==> src/rtl/register_file_if.sv <==
// Decode/write-back bus of the register file: two read ports (rs, rt) and one write port (rd).
// The master drives addresses and write data; the slave (the register file) returns read data.
`timescale 1ns/1ps
interface register_file_if #(
  parameter int DATA_WIDTH = 32,
  parameter int ADDR_WIDTH = 5
);
  logic [ADDR_WIDTH-1:0] rs_address;
  logic [ADDR_WIDTH-1:0] rt_address;
  logic [ADDR_WIDTH-1:0] rd_address;
  logic [DATA_WIDTH-1:0] rd_value;
  logic                  reg_write;
  logic [DATA_WIDTH-1:0] rs_value;
  logic [DATA_WIDTH-1:0] rt_value;

  modport master (
    output rs_address,
    output rt_address,
    output rd_address,
    output rd_value,
    output reg_write,
    input  rs_value,
    input  rt_value
  );

  modport slave (
    input  rs_address,
    input  rt_address,
    input  rd_address,
    input  rd_value,
    input  reg_write,
    output rs_value,
    output rt_value
  );
endinterface

==> src/rtl/register_file.sv <==
// 2^ADDR_WIDTH x DATA_WIDTH register file: two combinational write-first read ports, one
// synchronous write port, register 0 hardwired to zero, asynchronous active-low clear.
`timescale 1ns/1ps
module register_file #(
  parameter int DATA_WIDTH = 32,
  parameter int ADDR_WIDTH = 5
) (
  input  logic           clk,
  input  logic           rst_n,
  register_file_if.slave rf
);
  localparam int DEPTH = 1 << ADDR_WIDTH;
  localparam int NUM_READ_PORTS = 2;

  logic [DATA_WIDTH-1:0] regs_q [DEPTH];
  logic [DATA_WIDTH-1:0] regs_d [DEPTH];
  logic                  wr_en;

  // Address 0 never qualifies as a write, so entry 0 stays at its reset value forever.
  assign wr_en = rf.reg_write && (rf.rd_address != '0);

  always_comb begin
    for (int i = 0; i < DEPTH; i++) begin
      regs_d[i] = regs_q[i];
      if (wr_en && (rf.rd_address == ADDR_WIDTH'(i))) begin
        regs_d[i] = rf.rd_value;
      end
    end
  end

  always_ff @(posedge clk or negedge rst_n) begin
    if (!rst_n) begin
      for (int i = 0; i < DEPTH; i++) begin
        regs_q[i] <= '0;
      end
    end else begin
      for (int i = 0; i < DEPTH; i++) begin
        regs_q[i] <= regs_d[i];
      end
    end
  end

  genvar gi;
  generate
    for (gi = 0; gi < NUM_READ_PORTS; gi++) begin : g_read
      logic [ADDR_WIDTH-1:0] addr;
      logic [DATA_WIDTH-1:0] data;

      assign addr = (gi == 0) ? rf.rs_address : rf.rt_address;

      // Outputs are forced to zero while in reset so a pending bypass cannot leak through.
      always_comb begin
        data = '0;
        if (rst_n && (addr != '0)) begin
          if (wr_en && (addr == rf.rd_address)) begin
            data = rf.rd_value;
          end else begin
            data = regs_q[addr];
          end
        end
      end
    end
  endgenerate

  assign rf.rs_value = g_read[0].data;
  assign rf.rt_value = g_read[1].data;

endmodule

==> src/flat_wrapper.sv <==
// flat-port wrapper written by rule: the top's interface ports become plain ports
module register_file_flat 
#(
  parameter int DATA_WIDTH = 32,
  parameter int ADDR_WIDTH = 5
)
  (clk, rst_n, rf_rs_address, rf_rt_address, rf_rd_address, rf_rd_value, rf_reg_write, rf_rs_value, rf_rt_value);
  register_file_if #(.DATA_WIDTH(DATA_WIDTH), .ADDR_WIDTH(ADDR_WIDTH)) rf_i ();
  input  logic clk;
  input  logic rst_n;
  input wire logic [$bits(rf_i.rs_address)-1:0] rf_rs_address;
  input wire logic [$bits(rf_i.rt_address)-1:0] rf_rt_address;
  input wire logic [$bits(rf_i.rd_address)-1:0] rf_rd_address;
  input wire logic [$bits(rf_i.rd_value)-1:0] rf_rd_value;
  input wire logic [$bits(rf_i.reg_write)-1:0] rf_reg_write;
  output wire logic [$bits(rf_i.rs_value)-1:0] rf_rs_value;
  output wire logic [$bits(rf_i.rt_value)-1:0] rf_rt_value;
  assign rf_i.rs_address = rf_rs_address;
  assign rf_i.rt_address = rf_rt_address;
  assign rf_i.rd_address = rf_rd_address;
  assign rf_i.rd_value = rf_rd_value;
  assign rf_i.reg_write = rf_reg_write;
  assign rf_rs_value = rf_i.rs_value;
  assign rf_rt_value = rf_i.rt_value;
  register_file #(.DATA_WIDTH(DATA_WIDTH), .ADDR_WIDTH(ADDR_WIDTH)) u_core (.clk(clk), .rst_n(rst_n), .rf(rf_i));
endmodule
==> config.mk <==
export PLATFORM = sky130hd
export DESIGN_NAME = register_file_flat
export DESIGN_NICKNAME = d
export VERILOG_FILES = /design/src/rtl/register_file_if.sv /design/src/rtl/register_file.sv /design/src/flat_wrapper.sv
export SDC_FILE = /design/constraint.sdc
export NUM_CORES = 2
export LEC_CHECK = 0
export BUFFER_PORTS_ARGS = -buffer_cell sky130_fd_sc_hd__buf_2
export CAP_MARGIN = 40
export CORE_AREA = 4 4 477 479
export DETAILED_ROUTE_END_ITERATION = 6
export DIE_AREA = 0 0 481 483
export SLEW_MARGIN = 10
export SYNTH_ARGS = -nofsm -noshare
export SYNTH_HDL_FRONTEND = slang
export SYNTH_SLANG_ARGS = --single-unit
==> constraint.sdc <==
create_clock -name clk -period 4.2 [get_ports clk]
set_clock_uncertainty 0.2 [all_clocks]
set_input_delay 0.84 -clock clk [delete_from_list [all_inputs] [get_ports clk]]
set_output_delay 0.84 -clock clk [all_outputs]
set_load 0.1 [all_outputs]
==> qor.csv <==
metric,value,unit
cts_max_path_buffers,3,
share_comb_of_total_power,22.8,%
synth-seq-cells,1024,
port_buffers,113,
overflow,0,
placement_rows,174,
grt_pass1_wl,284000,um
timing_hold_violations_final,13,
p_int,20.9,mW
max_cap_viol_count,0,
peakVddDrop,0.347,mV
syn_inst,3971,
routed_via_density,5.34,
dr.pass1.iters,5,
ys_seq_area_share,46.1,%
fp.dieH,483,um
cp-end-kind,output pin,
vias,37909,
placed_cell_area,62600,um2
worstSetupPathType,in -> out,
dr.first_iter.drc_count,3552,
max_slew_margin,30.7,%
syn_nets,4021,
worst-r2r-setup-slack,3.18,ns
fillCellCount,22302,
crit_slowest_cell,nor2b_4,
cts_tree,done,
critPathMaxFanout,19,
hpwl,119000,um
largest_reg_flops,1024,
dieArea,232000,um2
dp.cells,6901,
numClockSinks,1024,
routabilityCongestion,0.811,
synth.most_common_cell,dfrtp_1,
ys_top_cells_by_area,"dfrtp_1 (46%), mux2_2 (20%), mux4_2 (12%), mux2i_1 (8.2%), clkbuf_1 (1.7%)",
start_util,24.9,%
switching_share,29.2,%
clk_transition_reported_paths,0.06,ns
rsz0062_at_grt,true,
p_clk_share,32.6,%
worstPathArrival,3.13,ns
antenna_found_initial,15,
htreeDepth,3,
async_reset_ff_share,100,%
synthFlopType,dfrtp_1,
worstPathRequired,3.16,ns
layout-area-overhead-vs-synth,19.1,%
min_period,4.17,ns
synth_top_area_share,46.1,%
wl_per_cell,27.7,um
p_per_area,446,nW/um2
stdcell_area,66200,um2
syn_area_per_cell,14.0,um2
fp.dieW,481,um
routed_wirelength,197000,um
top_register,u_core.regs_q,
start_kind,input port,
grt_usage,16.5,%
io_pins,114,
synth_edf_count,0,
worstMarginPinSlew,1.04,ns
numCtsBuffers,103,
grt_pass1_vias,39190,
hold_slack,-0.0176,ns
setup_viol,0,
ys_warn_count,0,
coreArea,224000,um2
cpPeakStageDelay,0.63,ns
drive_gt1_share,47.1,%
slew_viol_final,0,
fin_cells,7094,
final_nets,4068,
postRouteAntennaNets,0,
drc_errors,0,
violations,hold timing,
netlist_top_cells_count,"dfrtp_1 (1024), mux2_2 (1002), mux2i_1 (454), mux4_2 (294), clkbuf_1 (252)",
grt_max_degree,178,
top_regs,u_core.regs_q x1024,
crit_path_cell_trace,buf_4 -> nor2b_4 -> buf_12 -> a22oi_1 -> a21oi_1 -> a2111oi_4 -> clkbuf_2 -> buf_4 -> a22o_1 -> buf_12,
clock-root-buffer,clkbuf_16,
net-switching-power,8.63,mW
synth_cell_types,51,
max_clock_freq,0.240,GHz
status,"complete, but fails checks",
clk_latency,0.72,ns
holdCritPathClass,in -> async,
leakage,28.5,nW
fin_crit_sh,99.3,%
yosys.area.top_type,dfrtp_1,
syn_area,55600,um2
p_seq_share,44.6,%
==> through the flow <==
stage | utilization (%) | setup slack, ns | total power, mW | hold slack (ns) | setup TNS, ns
6_report | 29.6 | 0.0278 | 29.6 | -0.0176 | 0
5_1_grt | 29.6 | -0.0412 | 30.8 | 0.0453 | -0.0660
3_5_place_dp | 28.0 | -0.354 | 20.0 | 0.187 | -1.55
2_1_floorplan | - | 0.173 | 17.7 | 0.245 | 0
3_3_place_gp | 27.9 | -0.792 | 19.8 | 0.182 | -3.13
4_1_cts | 29.6 | 0.000402 | 29.7 | 0.0325 | 0
==> layout make-up <==
type | instances | area [um2] | share of cell area [%]
clock inverters | 34 | 384 | 0.580
well taps | 2992 | 3740 | 5.65
inverters | 2 | 7.51 | 0.0113
clock buffers | 154 | 3080 | 4.65
multi-input cells | 2486 | 28300 | 42.7
diodes | 1 | 2.50 | 0.00378
flip-flops and latches | 1024 | 25600 | 38.7
repair buffers | 401 | 5110 | 7.72
==> path summary, 6_finish.rpt <==
kind,start,to,cells past startpoint
hold / removal,rst_n,u_core.regs_q[746]$_DFFE_PN0P_,2
max in group asynchronous,rst_n,u_core.regs_q[937]$_DFFE_PN0P_,4
min in group clk,u_core.regs_q[1023]$_DFFE_PN0P_,u_core.regs_q[1023]$_DFFE_PN0P_,0
setup reg to reg,u_core.regs_q[405]$_DFFE_PN0P_,u_core.regs_q[405]$_DFFE_PN0P_,1
setup / recovery,rf_rs_address[3],rf_rs_value[22],10
hold reg to reg,u_core.regs_q[1023]$_DFFE_PN0P_,u_core.regs_q[1023]$_DFFE_PN0P_,0
==> critical path: cells and delay by family <==
family / cells / cell delay, ns
and+or+nand+nor: 1 / 0.63
AOI/OAI and AO/OA: 4 / 0.68
buffers and inverters: 5 / 0.92
==> repair_timing <==
action / 4_1_cts / 5_1_grt
pin swaps: 1 / 1
endpoints found under the setup margin: 27 / 20
resized for setup: 18 / 20
hold buffers: 1 / 0
gates cloned: 1 / 0
setup buffers: 0 / 2
hold endpoints to repair: 12 / 0
==> cells by family (layout without fill, tap and decap cells) <==
| kind of cell | after synthesis | after routing | share of synthesized area, % |
|---|---|---|---|
| multiplexers | 1777 | 1777 | 41.3 |
| flip-flops | 1024 | 1024 | 46.1 |
| AO/OA/AOI/OAI | 521 | 521 | 7.11 |
| buffers and inverters | 461 | 591 | 3.83 |
| AND/OR/NAND/NOR | 178 | 178 | 1.58 |
| XOR/XNOR | 10 | 10 | 0.157 |
| other | 0 | 1 | 0 |
==> placed cells by master (no fill, tap or decap), drive strengths merged, types with 2 or more instances in the layout <==
master,netlist,routed
nand4b,3,3
xor2,3,3
a41oi,9,9
o22ai,18,18
a221oi,68,68
dfrtp,1024,1024
a32o,21,21
clkinv,0,22
nor3b,2,2
a22oi,121,121
a21oi,64,64
o21ai,14,14
a211o,32,32
nor4,2,2
mux2,1015,1015
nand3,2,2
mux4,308,308
bufinv,0,7
nor2b,41,41
clkinvlp,0,2
a2111oi,7,7
xnor2,7,7
o221ai,16,16
buf,207,398
or4,2,2
o211ai,17,17
nand2b,5,5
a211oi,79,79
mux2i,454,454
nand4,9,9
clkbuf,252,155
nor3,5,5
nand2,82,82
a22o,11,11
o21bai,32,32
a221o,9,9
inv,2,5
nor2,21,21
==> metal layers <==
layer  GRT usage [%]  vias up  part of all wire, %
met3            3.29      408                  7.1
met5               0        -               0.0066
li1                -    15405                    -
met1            22.1    20530                   42
met4            5.70        2                  3.8
met2            26.6     1564                   47
==> power groups by stage <==
stage               Clock, mW  Combinational, mW  Sequential [mW]
detailed placement          0               6.71             13.3
global route             10.2               7.22             13.4
CTS                      9.79               6.75             13.1
finish                   9.63               6.75             13.2
global placement            0               6.59             13.2
floorplan                   0               4.88             12.8
(Power assumes the default switching activity.)
